### src/rtl/aer_pkg.sv
// Shared definitions for the AER output sink: the handshake FSM state
// encoding, default widths, and the helper that turns the configured ACK
// delay into a delay-counter load value.
package aer_pkg;

    // Default address and event-counter widths for aerout_sink.
    localparam int AER_WIDTH_DEF = 12;
    localparam int CNT_WIDTH_DEF = 16;

    // The delay counter covers ACK delays of 0..63 cycles.
    localparam int DLY_W = 6;

    // States of the 4-phase receive handshake.
    typedef enum logic [2:0] {
        IDLE    = 3'd0,
        CAPTURE = 3'd1,
        DELAY   = 3'd2,
        ACK_HI  = 3'd3,
        WAIT_LO = 3'd4
    } aer_state_t;

    // The counter is loaded on leaving CAPTURE and counts down to zero. It
    // therefore holds DELAY for `delay` cycles when loaded with delay-1. A
    // zero delay skips DELAY, so the load value is unused in that case.
    function automatic logic [DLY_W-1:0] dly_load(input int delay);
        logic [DLY_W-1:0] load;
        load = '0;
        if (delay > 0) begin
            load = DLY_W'(delay - 1);
        end
        return load;
    endfunction

endpackage

### src/rtl/aer_fifo.sv
// Synchronous FIFO that buffers captured AER addresses. The pointers carry
// one extra wrap bit, so FULL and EMPTY are exact and need no occupancy
// counter. The read data and the read-valid flag are registered. A pop that
// arrives while the FIFO is empty is ignored.
module aer_fifo
    import aer_pkg::*;
#(
    parameter int WIDTH = AER_WIDTH_DEF,
    parameter int DEPTH = 16
) (
    input  logic             CLK,
    input  logic             RST,
    input  logic             push,
    input  logic [WIDTH-1:0] push_data,
    input  logic             pop,
    output logic [WIDTH-1:0] rd_data,
    output logic             rd_valid,
    output logic             full,
    output logic             empty
);

    localparam int AW = $clog2(DEPTH);

    logic [AW:0]      wr_ptr;
    logic [AW:0]      rd_ptr;
    logic [WIDTH-1:0] mem [DEPTH];
    logic             pop_ok;
    logic             push_ok;

    // The FIFO is empty when both pointers are equal, including the wrap
    // bit. It is full when the index bits match and the wrap bits differ.
    assign empty = (wr_ptr == rd_ptr);
    assign full  = (wr_ptr[AW] != rd_ptr[AW]) &&
                   (wr_ptr[AW-1:0] == rd_ptr[AW-1:0]);

    // A pop frees its slot in the same cycle. That lets a push into a full
    // FIFO proceed when it is paired with a pop.
    assign pop_ok  = pop && !empty;
    assign push_ok = push && (!full || pop_ok);

    // Pointer update. Each pointer wraps modulo 2*DEPTH through its extra bit.
    // NOTE: every sequential block uses non-blocking assignments. All flops
    // then sample the values from before the edge, whatever order the blocks
    // are evaluated in.
    always_ff @(posedge CLK or posedge RST) begin
        if (RST) begin
            wr_ptr <= '0;
            rd_ptr <= '0;
        end else begin
            if (push_ok) begin
                wr_ptr <= wr_ptr + 1'b1;
            end
            if (pop_ok) begin
                rd_ptr <= rd_ptr + 1'b1;
            end
        end
    end

    // Storage write.
    // NOTE: the storage array has no reset. EMPTY guards every read, so no
    // stale entry can be observed, and leaving the reset off lets the array
    // map onto plain RAM.
    always_ff @(posedge CLK) begin
        if (push_ok) begin
            mem[wr_ptr[AW-1:0]] <= push_data;
        end
    end

    // Registered read port. Popped data appears the cycle after the pop.
    always_ff @(posedge CLK or posedge RST) begin
        if (RST) begin
            rd_data  <= '0;
            rd_valid <= 1'b0;
        end else begin
            rd_valid <= pop_ok;
            if (pop_ok) begin
                rd_data <= mem[rd_ptr[AW-1:0]];
            end
        end
    end

endmodule

### src/rtl/aerout_sink.sv
// Receiving end of a 4-phase AER link. Each request is captured into an
// address FIFO and counted. The acknowledge is raised after a configurable
// delay and held until the request drops. SAMPLE_DONE snapshots the event
// count and clears it.
// Build option: define AEROUT_SYNC_EN to pass AEROUT_REQ through a 2-flop
// synchronizer. This suits senders asynchronous to CLK and adds two cycles
// to the ACK rise and to the WAIT_LO exit.
module aerout_sink
    import aer_pkg::*;
#(
    parameter int AER_WIDTH  = AER_WIDTH_DEF,
    parameter int ACK_DELAY  = 6,
    parameter int FIFO_DEPTH = 16,
    parameter int CNT_WIDTH  = CNT_WIDTH_DEF
) (
    input  logic                 CLK,
    input  logic                 RST,
    input  logic [AER_WIDTH-1:0] AEROUT_ADDR,
    input  logic                 AEROUT_REQ,
    output logic                 AEROUT_ACK,
    input  logic                 SAMPLE_DONE,
    input  logic                 RD_EN,
    output logic [AER_WIDTH-1:0] RD_ADDR,
    output logic                 RD_VALID,
    output logic                 FIFO_FULL,
    output logic                 FIFO_EMPTY,
    output logic [CNT_WIDTH-1:0] EVT_COUNT,
    output logic [CNT_WIDTH-1:0] EVT_COUNT_LAST
);

    localparam bit                   NO_DELAY = (ACK_DELAY == 0);
    localparam logic [DLY_W-1:0]     DLY_LOAD = dly_load(ACK_DELAY);
    localparam logic [CNT_WIDTH-1:0] CNT_ONE  = CNT_WIDTH'(1);
    localparam logic [CNT_WIDTH-1:0] CNT_MAX  = '1;

    aer_state_t       state;
    logic [DLY_W-1:0] dly_cnt;
    logic             req_s;
    logic             capture;

`ifdef AEROUT_SYNC_EN
    logic [1:0] req_sync;

    // Two-flop synchronizer for a request from an asynchronous sender. It
    // resets to 0, so a request still high after reset is seen as new.
    always_ff @(posedge CLK or posedge RST) begin
        if (RST) begin
            req_sync <= 2'b00;
        end else begin
            req_sync <= {req_sync[0], AEROUT_REQ};
        end
    end

    assign req_s = req_sync[1];
`else
    // The sender is synchronous to CLK, so the request is sampled directly.
    assign req_s = AEROUT_REQ;
`endif

    // Exactly one capture happens per request phase, in the single CAPTURE
    // cycle.
    assign capture = (state == CAPTURE);

    // Handshake FSM with a registered acknowledge. ACK is set while leaving
    // ACK_HI and cleared on the same edge that returns WAIT_LO to IDLE.
    // IDLE holds off new requests while the FIFO is full.
    always_ff @(posedge CLK or posedge RST) begin
        if (RST) begin
            state      <= IDLE;
            AEROUT_ACK <= 1'b0;
            dly_cnt    <= '0;
        end else begin
            case (state)
                IDLE: begin
                    if (req_s && !FIFO_FULL) begin
                        state <= CAPTURE;
                    end
                end
                CAPTURE: begin
                    if (NO_DELAY) begin
                        state <= ACK_HI;
                    end else begin
                        dly_cnt <= DLY_LOAD;
                        state   <= DELAY;
                    end
                end
                DELAY: begin
                    if (dly_cnt == '0) begin
                        state <= ACK_HI;
                    end else begin
                        dly_cnt <= dly_cnt - DLY_W'(1);
                    end
                end
                ACK_HI: begin
                    AEROUT_ACK <= 1'b1;
                    state      <= WAIT_LO;
                end
                WAIT_LO: begin
                    if (!req_s) begin
                        AEROUT_ACK <= 1'b0;
                        state      <= IDLE;
                    end
                end
                default: begin
                    AEROUT_ACK <= 1'b0;
                    state      <= IDLE;
                end
            endcase
        end
    end

    // Saturating event counter. SAMPLE_DONE snapshots the count before any
    // increment from the same cycle, then restarts the count at 0, or at 1
    // when a capture coincides.
    always_ff @(posedge CLK or posedge RST) begin
        if (RST) begin
            EVT_COUNT      <= '0;
            EVT_COUNT_LAST <= '0;
        end else if (SAMPLE_DONE) begin
            EVT_COUNT_LAST <= EVT_COUNT;
            EVT_COUNT      <= capture ? CNT_ONE : '0;
        end else if (capture && (EVT_COUNT != CNT_MAX)) begin
            EVT_COUNT <= EVT_COUNT + CNT_ONE;
        end
    end

    aer_fifo #(
        .WIDTH (AER_WIDTH),
        .DEPTH (FIFO_DEPTH)
    ) u_fifo (
        .CLK       (CLK),
        .RST       (RST),
        .push      (capture),
        .push_data (AEROUT_ADDR),
        .pop       (RD_EN),
        .rd_data   (RD_ADDR),
        .rd_valid  (RD_VALID),
        .full      (FIFO_FULL),
        .empty     (FIFO_EMPTY)
    );

endmodule

### config.mk
export PLATFORM = sky130hd
export DESIGN_NAME = aerout_sink
export DESIGN_NICKNAME = d
export VERILOG_FILES = /design/src/rtl/aer_pkg.sv /design/src/rtl/aer_fifo.sv /design/src/rtl/aerout_sink.sv
export SDC_FILE = /design/constraint.sdc
export NUM_CORES = 1
export LEC_CHECK = 0
export ABC_AREA = 1
export CORE_MARGIN = 2
export CORE_UTILIZATION = 50
export DETAILED_ROUTE_END_ITERATION = 12
export DONT_BUFFER_PORTS = 1
export GPL_ROUTABILITY_DRIVEN = 1
export GPL_TIMING_DRIVEN = 1
export PLACE_DENSITY_LB_ADDON = 0.15
export SKIP_CTS_REPAIR_TIMING = 1
export SYNTH_ARGS = -nofsm -noshare
export SYNTH_HDL_FRONTEND = slang
export SYNTH_SLANG_ARGS = --single-unit
### constraint.sdc
create_clock -name CLK -period 5.51 [get_ports CLK]
set_input_delay 0.8265 -clock CLK [delete_from_list [all_inputs] [get_ports CLK]]
set_output_delay 0.8265 -clock CLK [all_outputs]
set_load 0.1 [all_outputs]
==> run metrics, run 1 <==
total gr overflow 0; hpwl dp 18790 um; Sum Neg Setup Slack 0 ps; Final Max Slew Viols 0; endpoints failing setup 0; vias per std cell 5.153; Pleak 5.880 nW; WL/cell 18.41 um; Detail Route Antenna Nets 0; Worst Path Required 4680 ps; RSZ-0062 raised after global routing false; Boundary Pins 65; Routed WL 29400 um; grt met2 use 0.3988; post-synthesis cell type count 30; share of the synthesized area in the top cell type 0.4908; Post-Synthesis Cells 1272; antenna cell count 0; DR vias 8230; Port Buffer Count 0; row cnt 56; area post-placement 0.01192 mm^2; height of the die 157.3 um; grt met1 use 0.3418; Finished Cell Area 0.01290 mm^2; GR peak layer met2; worst r2r src u_fifo.rd_ptr[0]; total CTS buffers 28; critical path launch point type flip-flop; fmax 267.7 MHz; final setup margin 1775 ps; fin util 0.5545; Max Cap Viol 0; number of iterations in the first detailed-routing pass 8; pin count of the biggest net entering global routing 101; Yosys reg bits 257; Synth Net Count 1297; Crit Path Category flip-flop to output pin; GRT Overall Usage 0.2440; Yosys warning count 0; CTS tree built; R2R Path End u_fifo.mem[2][3]; top cells by area, synth edfxtp_1 49%, nand2_1 14%, dfrtp_1 14%; outcome finished clean; placed insts 1545; Final min period 3735 ps; die area 0.02473 mm^2; worst min-delay path class input port to async pin; CTS max path bufs 3; Post-route DRC 0; Mean Syn Cell Area 9.234 um^2; Max transition margin 0.2726; Seq/Total Area, Yosys 0.6293; share of layout cells above drive strength 1 0.05556; end of the critical path FIFO_FULL; Worst R2R Path Depth 6; initial antenna violation count 0; clk slew on worst S/H paths 60 ps; PwrDens 525.0 mW/mm^2; Post-Place Worst Slack 1893 ps; post-route insts no fill 1597; critical path arrival 2910 ps; register-to-register path setup slack 1840 ps; Critical Path End Type output pin; final total power 6.772 mW; maximum fanout along the worst path 100; crit path from u_fifo.rd_ptr[0]; most common cell after layout, fill and taps aside nand2_1; global-route met3 utilization 0.03331; Hold WS 89.59 ps; number of global-route vias before repair 7952; Yosys top cell by area edfxtp_1; die width 157.3 um; CTS root buf clkbuf_16; Tcrit/Tclk final 0.6779; Synth-to-Final Area Change 9.810%; # H-tree levels 1; Clk Latency, worst-skew pair 540 ps; Nets 1281; starting density of the core 0.5049; Mapped Area 0.01175 mm^2; worst IR drop on VDD 0.3044 mV; 1st-iter DRT viols 770; gp weighted congestion 0.8935; Clock Skews 10.41 ps; Sinks on Clock Net 257; core box area 0.02326 mm^2; commonest non-fill, non-tap cells in the layout 452 x nand2_1, 224 x inv_1, 192 x edfxtp_1; Hold Fails Final Rpt 0; first-pass GRT wire length 44950 um; Worst Tran Pin Value 1091 ps
routing by layer:
metal  wire length (um)  share of wire
met5                  0              0
met1              13060           0.44
met2              14030           0.48
met4                754          0.026
met3               1563          0.053
Yosys cell counts:
cell      count
a21oi_1       1
o21ai_2       1
buf_2        20
and2_1        1
nand3_2       1
inv_1       225
nand2_1     452
nor2_2        6
nor3_1        3
or2_2         1
nor2_1       41
buf_4         8
buf_1         3
o21ai_0      27
nand4_2       1
edfxtp_1    192
xnor2_1       4
nand3_1     147
ha_1          8
dfrtp_1      65
buf_6         2
inv_4         1
nand2_2       1
o21ai_1       9
clkbuf_1     16
nand2_4       1
inv_2         8
xor2_1        8
nand4_1      18
nor3_4        1
state kept, by name, indices dropped and copies added (netlist names):
register / count
AEROUT_ACK: 1
EVT_COUNT: 16
EVT_COUNT_LAST: 16
dly_cnt: 6
state: 3
u_fifo.mem: 192
u_fifo.rd_data: 12
u_fifo.rd_ptr: 5
u_fifo.rd_valid: 1
u_fifo.wr_ptr: 5
power breakdown:
| group | switching [mW] | internal, mW | leakage [nW] |
|---|---|---|---|
| sequential | 0.693 | 2.28 | 2.59 |
| clock | 0.742 | 1.21 | 0.478 |
| combinational | 1.32 | 0.520 | 2.82 |
| total | 2.76 | 4.02 | 5.88 |
area by class of cell:
| class | instances | area, um^2 |
|---|---|---|
| Timing Repair Buffer | 3 | 22.52 |
| Tap cell | 319 | 399.1 |
| Clock inverter | 12 | 162.7 |
| Fill cell | 2104 | 10360 |
| Multi-Input combinational cell | 732 | 3219 |
| Sequential cell | 257 | 7397 |
| Clock buffer | 40 | 817.0 |
| Inverter | 234 | 880.8 |
worst min path at each step:
stage | slack, ps | endpoint | depth (start not counted) | from
3_3_place_gp | 500 | dly_cnt[5] | 2 | dly_cnt[5]
6_report | 90 | u_fifo.rd_valid | 1 | RST
3_5_place_dp | 510 | dly_cnt[4] | 2 | dly_cnt[4]
4_1_cts | 80 | u_fifo.rd_valid | 1 | RST
2_1_floorplan | 470 | dly_cnt[2] | 2 | dly_cnt[2]
5_1_grt | 90 | u_fifo.rd_data[11] | 1 | RST
worst max-delay path, cell delays in order, from the launching register on:
cell,delay [ps]
dfrtp_4,1090
inv_2,60
nand2_1,90
nand2_1,60
nor2_2,150
nand3_1,200
inv_1,660
cells by family (layout without fill, tap and decap cells):
logic type / after synthesis / count (layout) / synth area share
XOR/XNOR: 12 / 12 / 0.008948
buffers and inverters: 283 / 289 / 0.09661
AO/OA/AOI/OAI: 38 / 38 / 0.01651
AND/OR/NAND/NOR: 674 / 674 / 0.2401
adder cells (fa/ha/maj): 8 / 8 / 0.008522
flip-flops: 257 / 257 / 0.6293
Power figures use the tool's default switching activity.
==> run 2: changes to the inputs <==
- clock period: 5.51 -> 3.3 ns (I/O delays scaled with it)
==> run 2 against run 1 <==
  * Highest routed layer unchanged
  * Die area is the same
  * Worst hold slack lost 35 ps
  * Utilization grew 1.1 points
  * Clock skew grew 4.2 ps
  * Cell count grew 2.6%
  * Wire length shrank 7.3%
  * Via count shrank 0.90%
  * Clock power grew 52%
  * Count of clock-buffer cells in the layout shrank 1
  * Critical path type unchanged
  * Worst setup slack lost 1200 ps
  * First-iteration DRC count shrank 7.9%
  * Critical endpoint unchanged
==> run metrics, run 2 (synthesis gave the netlist of run 1 again) <==
core box area 0.02326 mm^2 (unchanged); final setup margin 548.1 ps (was 1775 ps); Detail Route Antenna Nets 0 (unchanged); worst r2r src u_fifo.rd_ptr[0] (unchanged); starting density of the core 0.5049 (unchanged); Final Max Slew Viols 0 (unchanged); worst min-delay path class input port to flip-flop (was input port to async pin); register-to-register path setup slack 1010 ps (was 1840 ps); R2R Path End u_fifo.mem[5][7] (was u_fifo.mem[2][3]); row cnt 56 (unchanged); Worst R2R Path Depth 8 (was 6); Hold Path Depth 0; Sum Neg Setup Slack 0 ps (unchanged); gp weighted congestion 0.8116 (was 0.8935); clk slew on worst S/H paths 60 ps (about the same); post-route insts no fill 1638 (was 1597); Routed WL 27250 um (was 29400 um); number of flip-flops in the largest register 192 (unchanged); Synth-to-Final Area Change 11.92% (was 9.810%); CTS max path bufs 3 (unchanged); die width 157.3 um (unchanged); Clk Latency, worst-skew pair 530 ps (was 540 ps); pin count of the biggest net entering global routing 98 (was 101); number of global-route vias before repair 7546 (was 7952); final total power 11.07 mW (was 6.772 mW); commonest non-fill, non-tap cells in the layout 452 x nand2_1, 224 x inv_1, 192 x edfxtp_1 (unchanged); CTS root buf clkbuf_16 (unchanged); min-delay src AEROUT_ADDR[4]; WP buf/inv 3 (was 2); Tcrit/Tclk final 0.8339; Critical Path End Type output pin (unchanged); height of the die 157.3 um (unchanged); Post-Place Worst Slack 1057 ps (was 1893 ps); DR vias 8156 (was 8230); vias per std cell 4.979 (was 5.153); critical path arrival 2260 ps (was 2910 ps); crit-path most repeated cell nand2_1 (unchanged); Nets 1323 (was 1281); first-pass GRT wire length 42400 um (was 44950 um); Final min period 2752 ps; total CTS buffers 27 (was 28); critical-path cell list inv_2, nand2_1, nand2_1, nor2_2, nand3_1, inv_1, buf_12 (was inv_2, nand2_1, nand2_1, nor2_2, nand3_1, inv_1); Clock Skews 14.57 ps (was 10.41 ps); initial antenna violation count 0 (unchanged); Crit Path Category flip-flop to output pin (unchanged); CTS tree built (unchanged); antenna cell count 0 (unchanged); number of iterations in the first detailed-routing pass 5 (was 8); Slowest-stage cell, CP dfrtp_4 (unchanged); critical path launch point type flip-flop (unchanged); Port Buffer Count 0 (unchanged); GRT Overall Usage 0.2243 (was 0.2440); outcome finished clean (unchanged); WL/cell 16.64 um (was 18.41 um); most common cell after layout, fill and taps aside nand2_1 (unchanged); Worst Tran Pin Value 1025 ps (was 1091 ps); Max Cap Viol 0 (unchanged); PwrDens 842.1 mW/mm^2 (was 525.0 mW/mm^2); # H-tree levels 1 (unchanged); maximum fanout along the worst path 43 (was 100); RSZ-0062 raised after global routing false (unchanged); endpoints failing setup 0 (unchanged); hpwl dp 16730 um (was 18790 um); WHS Endpoint u_fifo.mem[5][4]; share of layout cells above drive strength 1 0.08415 (was 0.05556); Sinks on Clock Net 257 (unchanged); fin util 0.5651 (was 0.5545); Largest stage delay, worst path 740 ps (was 1090 ps); Max transition margin 0.3170 (was 0.2726); Pleak 6.073 nW (was 5.880 nW); total gr overflow 0 (unchanged); Hold Fails Final Rpt 0 (unchanged); Filler Cells Inserted 2125 (was 2104); Post-route DRC 0 (unchanged); die area 0.02473 mm^2 (unchanged); Boundary Pins 65 (unchanged); 1st-iter DRT viols 709 (was 770); fmax 363.4 MHz; critical path's top delay family flip-flops (unchanged); worst IR drop on VDD 0.5674 mV (was 0.3044 mV); Worst Path Required 2800 ps (was 4680 ps); placed insts 1588 (was 1545)
[run 2: changes by cell type in the layout (fill, tap and decap cells not counted), sizes merged]
cell	previous run	this run
buf	3	46
bufinv	4	2
clkbuf	40	39
clkinv	7	8
clkinvlp	1	0
inv	234	235
[run 2: cell type report]
type                    instances  area, um^2  area share
inverters                     234       880.8     0.06700
flip-flops and latches        257        7397      0.5627
clock inverters                11       106.4    0.008090
clock buffers                  39       760.7     0.05787
repair buffers                 46       382.9     0.02912
well taps                     319       399.1     0.03036
multi-input cells             732        3219      0.2449
[run 2: power breakdown]
part	internal, mW	switching, mW
clock	1.75	1.22
sequential	3.81	1.02
combinational	0.983	2.29
[run 2: worst max path at each step]
stage	cells after the start	slack [ps]	endpoint	from
after floorplan	9	980	EVT_COUNT[2]	EVT_COUNT[0]
after global placement	8	1020	u_fifo.rd_ptr[1]	u_fifo.rd_ptr[0]
after detailed placement	8	1060	u_fifo.mem[5][7]	u_fifo.rd_ptr[0]
after CTS	7	540	FIFO_FULL	u_fifo.rd_ptr[0]
after global routing	7	450	FIFO_FULL	u_fifo.rd_ptr[0]
final	7	550	FIFO_FULL	u_fifo.rd_ptr[0]
[run 2: per-layer routing]
| layer | vias to the layer above | part of all wire | wire length, um | global-route usage |
|---|---|---|---|---|
| li1 | 4060 | - | - | - |
| met1 | 3845 | 0.45 | 12360 | 0.3263 |
| met2 | 212 | 0.47 | 12720 | 0.3587 |
| met3 | 39 | 0.059 | 1604 | 0.03194 |
| met4 | 0 | 0.021 | 569 | 0.05455 |
| met5 | - | 0 | 0 | 0 |
[run 2: per-stage QoR]
step	hold WS (ps)	cell area, um^2
2_1_floorplan	473.6	11750
3_3_place_gp	497.0	12280
3_5_place_dp	502.4	12280
4_1_cts	41.67	13150
5_1_grt	40.25	13150
6_report	54.65	13150
